### src/rtl/doppler_phase_diff.sv
// Doppler front end: per-range-bin phase difference between consecutive chirps.
// Two-stage pipeline over a one-chirp phase memory; first chirp of a frame is reference.
module doppler_phase_diff #(
    parameter int NUM_BINS  = 64,
    parameter int BIN_W     = 6,
    parameter int OUT_SHIFT = 8
) (
    input  logic             clk,
    input  logic             reset,
    input  logic             frame_start,
    input  logic             sample_valid,
    input  logic [15:0]      sample_phase,
    input  logic             sample_last,
    output logic             phase_valid,
    output logic [15:0]      phase_diff,
    output logic [BIN_W-1:0] diff_bin,
    output logic             chirp_err
);

    typedef enum logic {
        S_REF,
        S_RUN
    } state_e;

    localparam logic [BIN_W-1:0] LAST_BIN = BIN_W'(NUM_BINS - 1);

    state_e             state_q, state_d;
    logic [BIN_W-1:0]   bin_q, bin_d;
    logic [BIN_W-1:0]   wr_bin;
    logic [15:0]        mem_q [NUM_BINS];

    logic               s1_valid_q, s1_valid_d;
    logic               s1_emit_q, s1_emit_d;
    logic               s1_err_q, s1_err_d;
    logic [BIN_W-1:0]   s1_bin_q, s1_bin_d;
    logic [15:0]        s1_cur_q, s1_cur_d;
    logic [15:0]        s1_prev_q, s1_prev_d;

    logic               phase_valid_q, phase_valid_d;
    logic [15:0]        phase_diff_q, phase_diff_d;
    logic [BIN_W-1:0]   diff_bin_q, diff_bin_d;
    logic               chirp_err_q, chirp_err_d;

    logic signed [15:0] raw;
    logic signed [15:0] shifted;

    // Stage 1: bin tracking, state control, memory read of the previous chirp
    always_comb begin
        state_d    = state_q;
        bin_d      = bin_q;
        wr_bin     = bin_q;
        s1_valid_d = 1'b0;
        s1_emit_d  = 1'b0;
        s1_err_d   = 1'b0;
        s1_bin_d   = s1_bin_q;
        s1_cur_d   = s1_cur_q;
        s1_prev_d  = s1_prev_q;
        if (frame_start) begin
            state_d = S_REF;
            bin_d   = '0;
            wr_bin  = '0;
            if (sample_valid) begin
                s1_valid_d = 1'b1;
                s1_bin_d   = '0;
                s1_cur_d   = sample_phase;
                s1_prev_d  = mem_q[0];
                bin_d      = sample_last ? '0 : BIN_W'(1);
            end
        end else if (sample_valid) begin
            s1_valid_d = 1'b1;
            s1_emit_d  = (state_q == S_RUN);
            s1_bin_d   = bin_q;
            s1_cur_d   = sample_phase;
            s1_prev_d  = mem_q[bin_q];
            if (sample_last) begin
                bin_d = '0;
                if (bin_q == LAST_BIN) begin
                    state_d = S_RUN;
                end else begin
                    state_d  = S_REF;
                    s1_err_d = 1'b1;
                end
            end else begin
                bin_d = bin_q + 1'b1;
            end
        end
    end

    // Stage 2: wrapped difference, arithmetic scaling, output hold
    always_comb begin
        raw           = s1_cur_q - s1_prev_q;
        shifted       = raw >>> OUT_SHIFT;
        phase_valid_d = s1_valid_q & s1_emit_q;
        chirp_err_d   = s1_valid_q & s1_err_q;
        phase_diff_d  = phase_diff_q;
        diff_bin_d    = diff_bin_q;
        if (phase_valid_d) begin
            phase_diff_d = shifted;
            diff_bin_d   = s1_bin_q;
        end
    end

    // Read-before-write: stage 1 captures the old word on the same edge
    always_ff @(posedge clk) begin
        if (sample_valid) begin
            mem_q[wr_bin] <= sample_phase;
        end
    end

    always_ff @(posedge clk) begin
        if (reset) begin
            state_q       <= S_REF;
            bin_q         <= '0;
            s1_valid_q    <= 1'b0;
            s1_emit_q     <= 1'b0;
            s1_err_q      <= 1'b0;
            s1_bin_q      <= '0;
            s1_cur_q      <= '0;
            s1_prev_q     <= '0;
            phase_valid_q <= 1'b0;
            phase_diff_q  <= '0;
            diff_bin_q    <= '0;
            chirp_err_q   <= 1'b0;
        end else begin
            state_q       <= state_d;
            bin_q         <= bin_d;
            s1_valid_q    <= s1_valid_d;
            s1_emit_q     <= s1_emit_d;
            s1_err_q      <= s1_err_d;
            s1_bin_q      <= s1_bin_d;
            s1_cur_q      <= s1_cur_d;
            s1_prev_q     <= s1_prev_d;
            phase_valid_q <= phase_valid_d;
            phase_diff_q  <= phase_diff_d;
            diff_bin_q    <= diff_bin_d;
            chirp_err_q   <= chirp_err_d;
        end
    end

    assign phase_valid = phase_valid_q;
    assign phase_diff  = phase_diff_q;
    assign diff_bin    = diff_bin_q;
    assign chirp_err   = chirp_err_q;

endmodule
### config.mk
export PLATFORM = sky130hd
export DESIGN_NAME = doppler_phase_diff
export DESIGN_NICKNAME = d
export VERILOG_FILES = /design/src/rtl/doppler_phase_diff.sv
export SDC_FILE = /design/constraint.sdc
export NUM_CORES = 1
export LEC_CHECK = 0
export BUFFER_PORTS_ARGS = -buffer_cell sky130_fd_sc_hd__buf_2
export CAP_MARGIN = 20
export CORE_AREA = 8 8 335 337
export CTS_CLUSTER_DIAMETER = 120
export DETAILED_ROUTE_END_ITERATION = 16
export DIE_AREA = 0 0 343 345
export PLACE_DENSITY_LB_ADDON = 0.12
export SLEW_MARGIN = 20
export SYNTH_ARGS = -nofsm -noshare
export SYNTH_HDL_FRONTEND = slang
export SYNTH_SLANG_ARGS = --single-unit
### constraint.sdc
create_clock -name clk -period 2.7 [get_ports clk]
set_input_delay 0.27 -clock clk [delete_from_list [all_inputs] [get_ports clk]]
set_output_delay 0.27 -clock clk [all_outputs]
set_load 0.02 [all_outputs]
## Word-level counts from Yosys, hierarchy flattened

Memories as Yosys holds them, arrays and structs flattened. A register that Yosys moved wholly into a read port is not among the register bits.
Cells that the tools add are included.

- Reductions and logical operators: 5
- Divide/modulo/power cells: 0
- Shifts and indexed selects: 0
- Bitwise operators: 4
- Multiplexer cells: 18
- $mul: 0
- $lt $le $gt $ge: 0
- $add $sub $neg: 2
- Equal/unequal tests: 1

Operators by type and width:

| cell | number |
|---|---|
| 6-bit 2-to-1 mux | 9 |
| 16-bit 2-to-1 mux | 3 |
| 16-bit subtractor | 1 |
| 6-bit by 1-bit adder with 6-bit output (second input constant) | 1 |
| 6-bit equality test (second input constant) | 1 |
| 1-bit 2-to-1 mux | 6 |
| 4-bit OR reduction | 1 |
| 3-bit OR reduction | 1 |
| 1-bit bitwise AND | 2 |
| 1-bit inverter | 2 |
| 2-bit AND reduction | 1 |
| 2-bit nonzero test | 1 |
| 2-bit OR reduction | 1 |

- Input port bits: 21
- Latch bits: 0
- Bits in writable memories: 1,024
- Register bits: 64
- ROM bits: 0
- Memories: 1

Memories:

| memory | depth | width | read ports | clocked after Yosys merged registers in | write ports | line | text |
|---|---|---|---|---|---|---|---|
| mem_q | 64 | 16 | 2 | 1 | 1 | 30 | `logic [15:0] mem_q [NUM_BINS];` |

## Longest topological paths before layout

- Depth in word-level cells: 6
- Depth in mapped cells: 10
- Mapped depth without buffers: 8

## Worst setup path after synthesis

No wires, ideal clock.

- Kind: input port to flip-flop
- Start: input sample_valid
- End: memory mem_q[18][0] (enable)
- Path buffers: 2
- Cell stages on the path: 7
- Setup time: 0.409 ns
- Slack: 0.087 ns
- Arrival: 2.204 ns
- Cells stage by stage: buf_2 -> inv_2 -> clkbuf_1 -> nor2_1 -> and3_1 -> nand2_1 -> nor3_1

- Word-level cells in the longest chain between the ends: 2

Ends and longest elaborated chain:

| what | line | text |
|---|---|---|
| from (decl) | 11 | `input logic sample_valid,` |
| 1-bit 2-to-1 mux | 105 | `if (sample_valid) begin` |
| 1-bit 2-to-1 mux (not written as such) | 106 | `mem_q[wr_bin] <= sample_phase;` |
| to (decl) | 30 |  |

Every way passes these cells.

==> results.md <==
- The worst path required time is 3.27 ns.
- The final-report setup violation count is 0.
- The synthesized design contains just over 1000 enable-type register cells.
- The total count of max-transition violations in the final report is 0.
- The share of synthesized area in the top cell type comes to 72.6%.
- The post-synthesis cell type with the largest combined area is edfxtp_1.
- Summed over all cells, the static leakage comes to around 16 nW.
- In this run, placement finished with an instance count of between 3000 and 4000.
- By startpoint and endpoint, the worst setup path is classified as register to register.
- For the final database, setup skew stands at 0.0366 ns.
- The number of ports placed on the die boundary is 45.
- The sequential cell area fraction in the yosys report is around three quarters.
- The via count of the first global-routing pass is between 20000 and 25000.
- The most used flip-flop cell after synthesis is edfxtp_1.
- The synthesized netlist contains 56 unique library cells.
- After synthesis, the most frequently instantiated cells are 1024 x edfxtp_1, 208 x mux4_2, 132 x mux2i_1.
- The power density of the placed cells is 730 nW/um^2.
- The area of combinational cells with multiple inputs is ~9500 um^2.
- Entering global routing, the biggest net connects between 60 and 70 pins.
- The minimum clock period after layout is roughly 2.6 ns.
- Yosys attributes the largest share of cell area to edfxtp_1 73%, mux4_2 11%, dfxtp_1 3.3%.
- The layout overhead on the synthesized area is 17.8%.
- The synthesized area divided by synthesized cell count is roughly 20 um^2.
- The most used standard cell by instance count after synthesis is edfxtp_1.
- The insertion delay of the later-clocked pin in the worst-skew pair is roughly 0.7 ns.
- The initial utilization of the core area, before any placement, comes to roughly two fifths.
- The worst max-slew margin expressed relative to the limit is about 32%.
- For this run, the post-layout net count is between 2000 and 2500.
- Data on the critical path arrives at its endpoint at about 3.2 ns.
- The detailed placement HPWL is ~71000 um.
- In the finished design, the share of the clock period the worst path needs comes to 96.7%.
- Input and output buffers added on the ports amount to 44.
- The root buffer cell is clkbuf_16.
- VDD sags by at most 0.637 mV.
- For this run the aggregate overflow at the end of global routing stands at 0.
- The number of hold violations in the final report is 0.
- The proportion of synthesized flip-flops having asynchronous set or reset is 0%.
- For the pin with the worst max-slew slack, the measured transition is ~1 ns.
- The internal power is a little under 30 mW.
- The fraction of layout instances using a drive strength above 1 is between 20 and 30%.
- The routed design has ~110000 um of wire.
- The total area of sequential cells is 32200 um^2.
- The H-tree depth is 3.
- The total iterations of the first detailed-routing run is 5.
- The total power of the final layout is around 36 mW.
- The number of filler cells placed in the layout is slightly above 9000.
- Synthesis inferred between 1000 and 1500 register bits.
- The number of nets handed over by synthesis was roughly 2200.
- The upper clock frequency limit is ~380 MHz.
- Max-cap violations in this run came to 0.
- The net switching share of the total power is about a fifth.
- TritonCTS built the clock tree.
- The number of vias after detailed routing is between 20000 and 25000.
- The number of warnings reported in the yosys synthesis log is 0.
- The number of DRC violations after detailed-routing iteration 0 is around 2000.
- The remaining number of nets flagged by the antenna check after routing is 0.
- Across every metal layer, demand over resource in global routing totals roughly a fifth.
- The non-filler instance count after layout is 3914.
- The share of power burned in combinational logic is around 3.1%.
- The routed length per instance is 28.8 um.
- The type of element capturing the critical path is a register.
- The clock share of power is between 40% and 50%.
- The via count normalized by instance count is around 5.5.
- The overall die height is ~350 um.
- The switching power is ~7.4 mW.
- The synthesized netlist cell count is 2169.
- The die is approximately 340 um wide.
- The number of clock buffers added by TritonCTS is between 100 and 150.
- The worst hold path belongs to the class input port to register.
- The area of the mapped netlist is 42400 um^2.
- The clock passes through at most 3 buffers.
- The clock-pin slew reported for the worst setup and hold paths after clock tree synthesis is 0.06 ns.
- The final instance area is roughly 50000 um^2.
- The number of standard-cell rows in the floorplan is 120.
- The proportion of power drawn by flip-flops and latches is about 50%.
- Routability-driven placement finished with a final weighted congestion of around 0.8.
- The placed standard-cell area is 45800 um^2.
- The kind of start point of the critical path is a register.
- Setup repair after global routing left no endpoint under its margin.
- The number of antenna violations at the first check in global routing is 4.
- The number of sinks driven by the clock tree is around 1100.
- The area of the core is roughly 110000 um^2.
- The die covers around 120000 um^2.
- The largest fanout on the critical path is 18.
- The launch point of the worst hold path is sample_valid.
- The first-pass GRT wire length is around 160000 um.
- The run finished with clean final reports.
- The remaining design rule violation count is 0.
-- power groups by stage --
stage | registers, mW | clock network [mW] | logic [mW]
after floorplan | 19.0 | 0 | 0.571
after global placement | 19.0 | 0 | 1.13
after detailed placement | 19.0 | 0 | 1.16
after CTS | 18.6 | 17.0 | 1.17
after global routing | 18.6 | 17.6 | 1.23
final | 18.6 | 16.6 | 1.14
-- area by class of cell --
cell class | count | share of cell area, %
clock inverter | 75 | 1.83
inverter | 19 | 0.143
antenna | 1 | 0.00502
multi-input combinational | 927 | 19.0
clock buffer | 146 | 6.23
sequential | 1094 | 64.5
tap | 1403 | 3.52
timing repair buffer | 249 | 4.80
-- state kept, by name, indices dropped and copies added (netlist names), named ones only --
signal / flops
mem_q: 1024
s1_cur_q: 16
s1_prev_q: 16
phase_diff: 8
bin_q: 6
diff_bin: 6
s1_bin_q: 6
chirp_err: 1
phase_valid: 1
s1_emit_q: 1
s1_err_q: 1
s1_valid_q: 1
state_q: 1
-- layout by cell type (no fill, tap or decap), drive strengths merged, types with 4 or more instances in the layout --
cell | synthesis | final
clkinv | 0 | 50
dfxtp | 70 | 70
o21ai | 44 | 44
nand2b | 13 | 13
a211oi | 36 | 36
mux4 | 208 | 208
buf | 72 | 244
nor2b | 9 | 9
o22ai | 48 | 48
ha | 15 | 15
nand3 | 46 | 46
o211ai | 5 | 5
edfxtp | 1024 | 1024
nor3 | 13 | 13
nor2 | 109 | 109
nand3b | 7 | 7
dlygate4sd3 | 0 | 5
bufinv | 0 | 20
and2 | 4 | 4
and3 | 6 | 6
o31ai | 17 | 17
clkbuf | 57 | 146
a21oi | 19 | 19
nand4 | 4 | 4
nand2 | 84 | 84
a22oi | 81 | 81
inv | 19 | 22
mux2i | 132 | 132
-- stage by stage --
step / hold WS, ns / utilization (%) / setup TNS (ns) / setup slack, ns
6_report: 0.0932 / 46.8 / 0 / 0.0896
5_1_grt: 0.0918 / 46.8 / 0 / 0.00991
2_1_floorplan: 0.344 / - / 0 / 0.0868
3_3_place_gp: 0.432 / 43.0 / -0.000999 / -0.000999
3_5_place_dp: 0.433 / 43.0 / 0 / 0.000907
4_1_cts: 0.0245 / 46.8 / 0 / 0.0708
-- final timing paths --
check                      end  slack [ns]  depth (start not counted)
setup / recovery  s1_prev_q[8]        0.09                          7
hold / removal      s1_valid_q        0.09                          4
setup reg to reg  s1_prev_q[8]        0.09                          7
hold reg to reg      chirp_err        0.44                          2
-- worst max-delay path, cell delays in order, from the launching register on --
cell	delay [ns]
dfxtp_4	0.37
buf_12	0.19
buf_12	0.23
mux4_2	0.51
nand2_1	0.20
o21ai_0	0.26
o31ai_1	0.60
o21ai_1	0.10
-- metal layers --
layer | vias to the layer above | track usage [%] | wire (um)
met1 | 11400 | 27.4 | 51000
li1 | 9382 | - | -
met2 | 612 | 29.5 | 52800
met5 | - | 0 | 0
met3 | 161 | 2.98 | 5870
met4 | 0 | 4.97 | 3020
-- repair_timing --
item | in CTS | in global routing
buffers inserted | 0 | 0
hold buffers | 5 | 0
resized for setup | 3 | 0
endpoints found under the hold margin | 25 | 0
setup endpoints to repair | 3 | 0
-- kinds of logic after synthesis --
logic type               Yosys count  synth area share, %
AO/OA/AOI/OAI                    265                 4.30
XOR/XNOR                           2               0.0414
adder cells (fa/ha/maj)           15                0.443
buffers and inverters            148                 1.81
flip-flops                      1094                 75.9
multiplexers                     341                 14.2
AND/OR/NAND/NOR                  304                 3.32
Power figures use the tool's default switching activity.
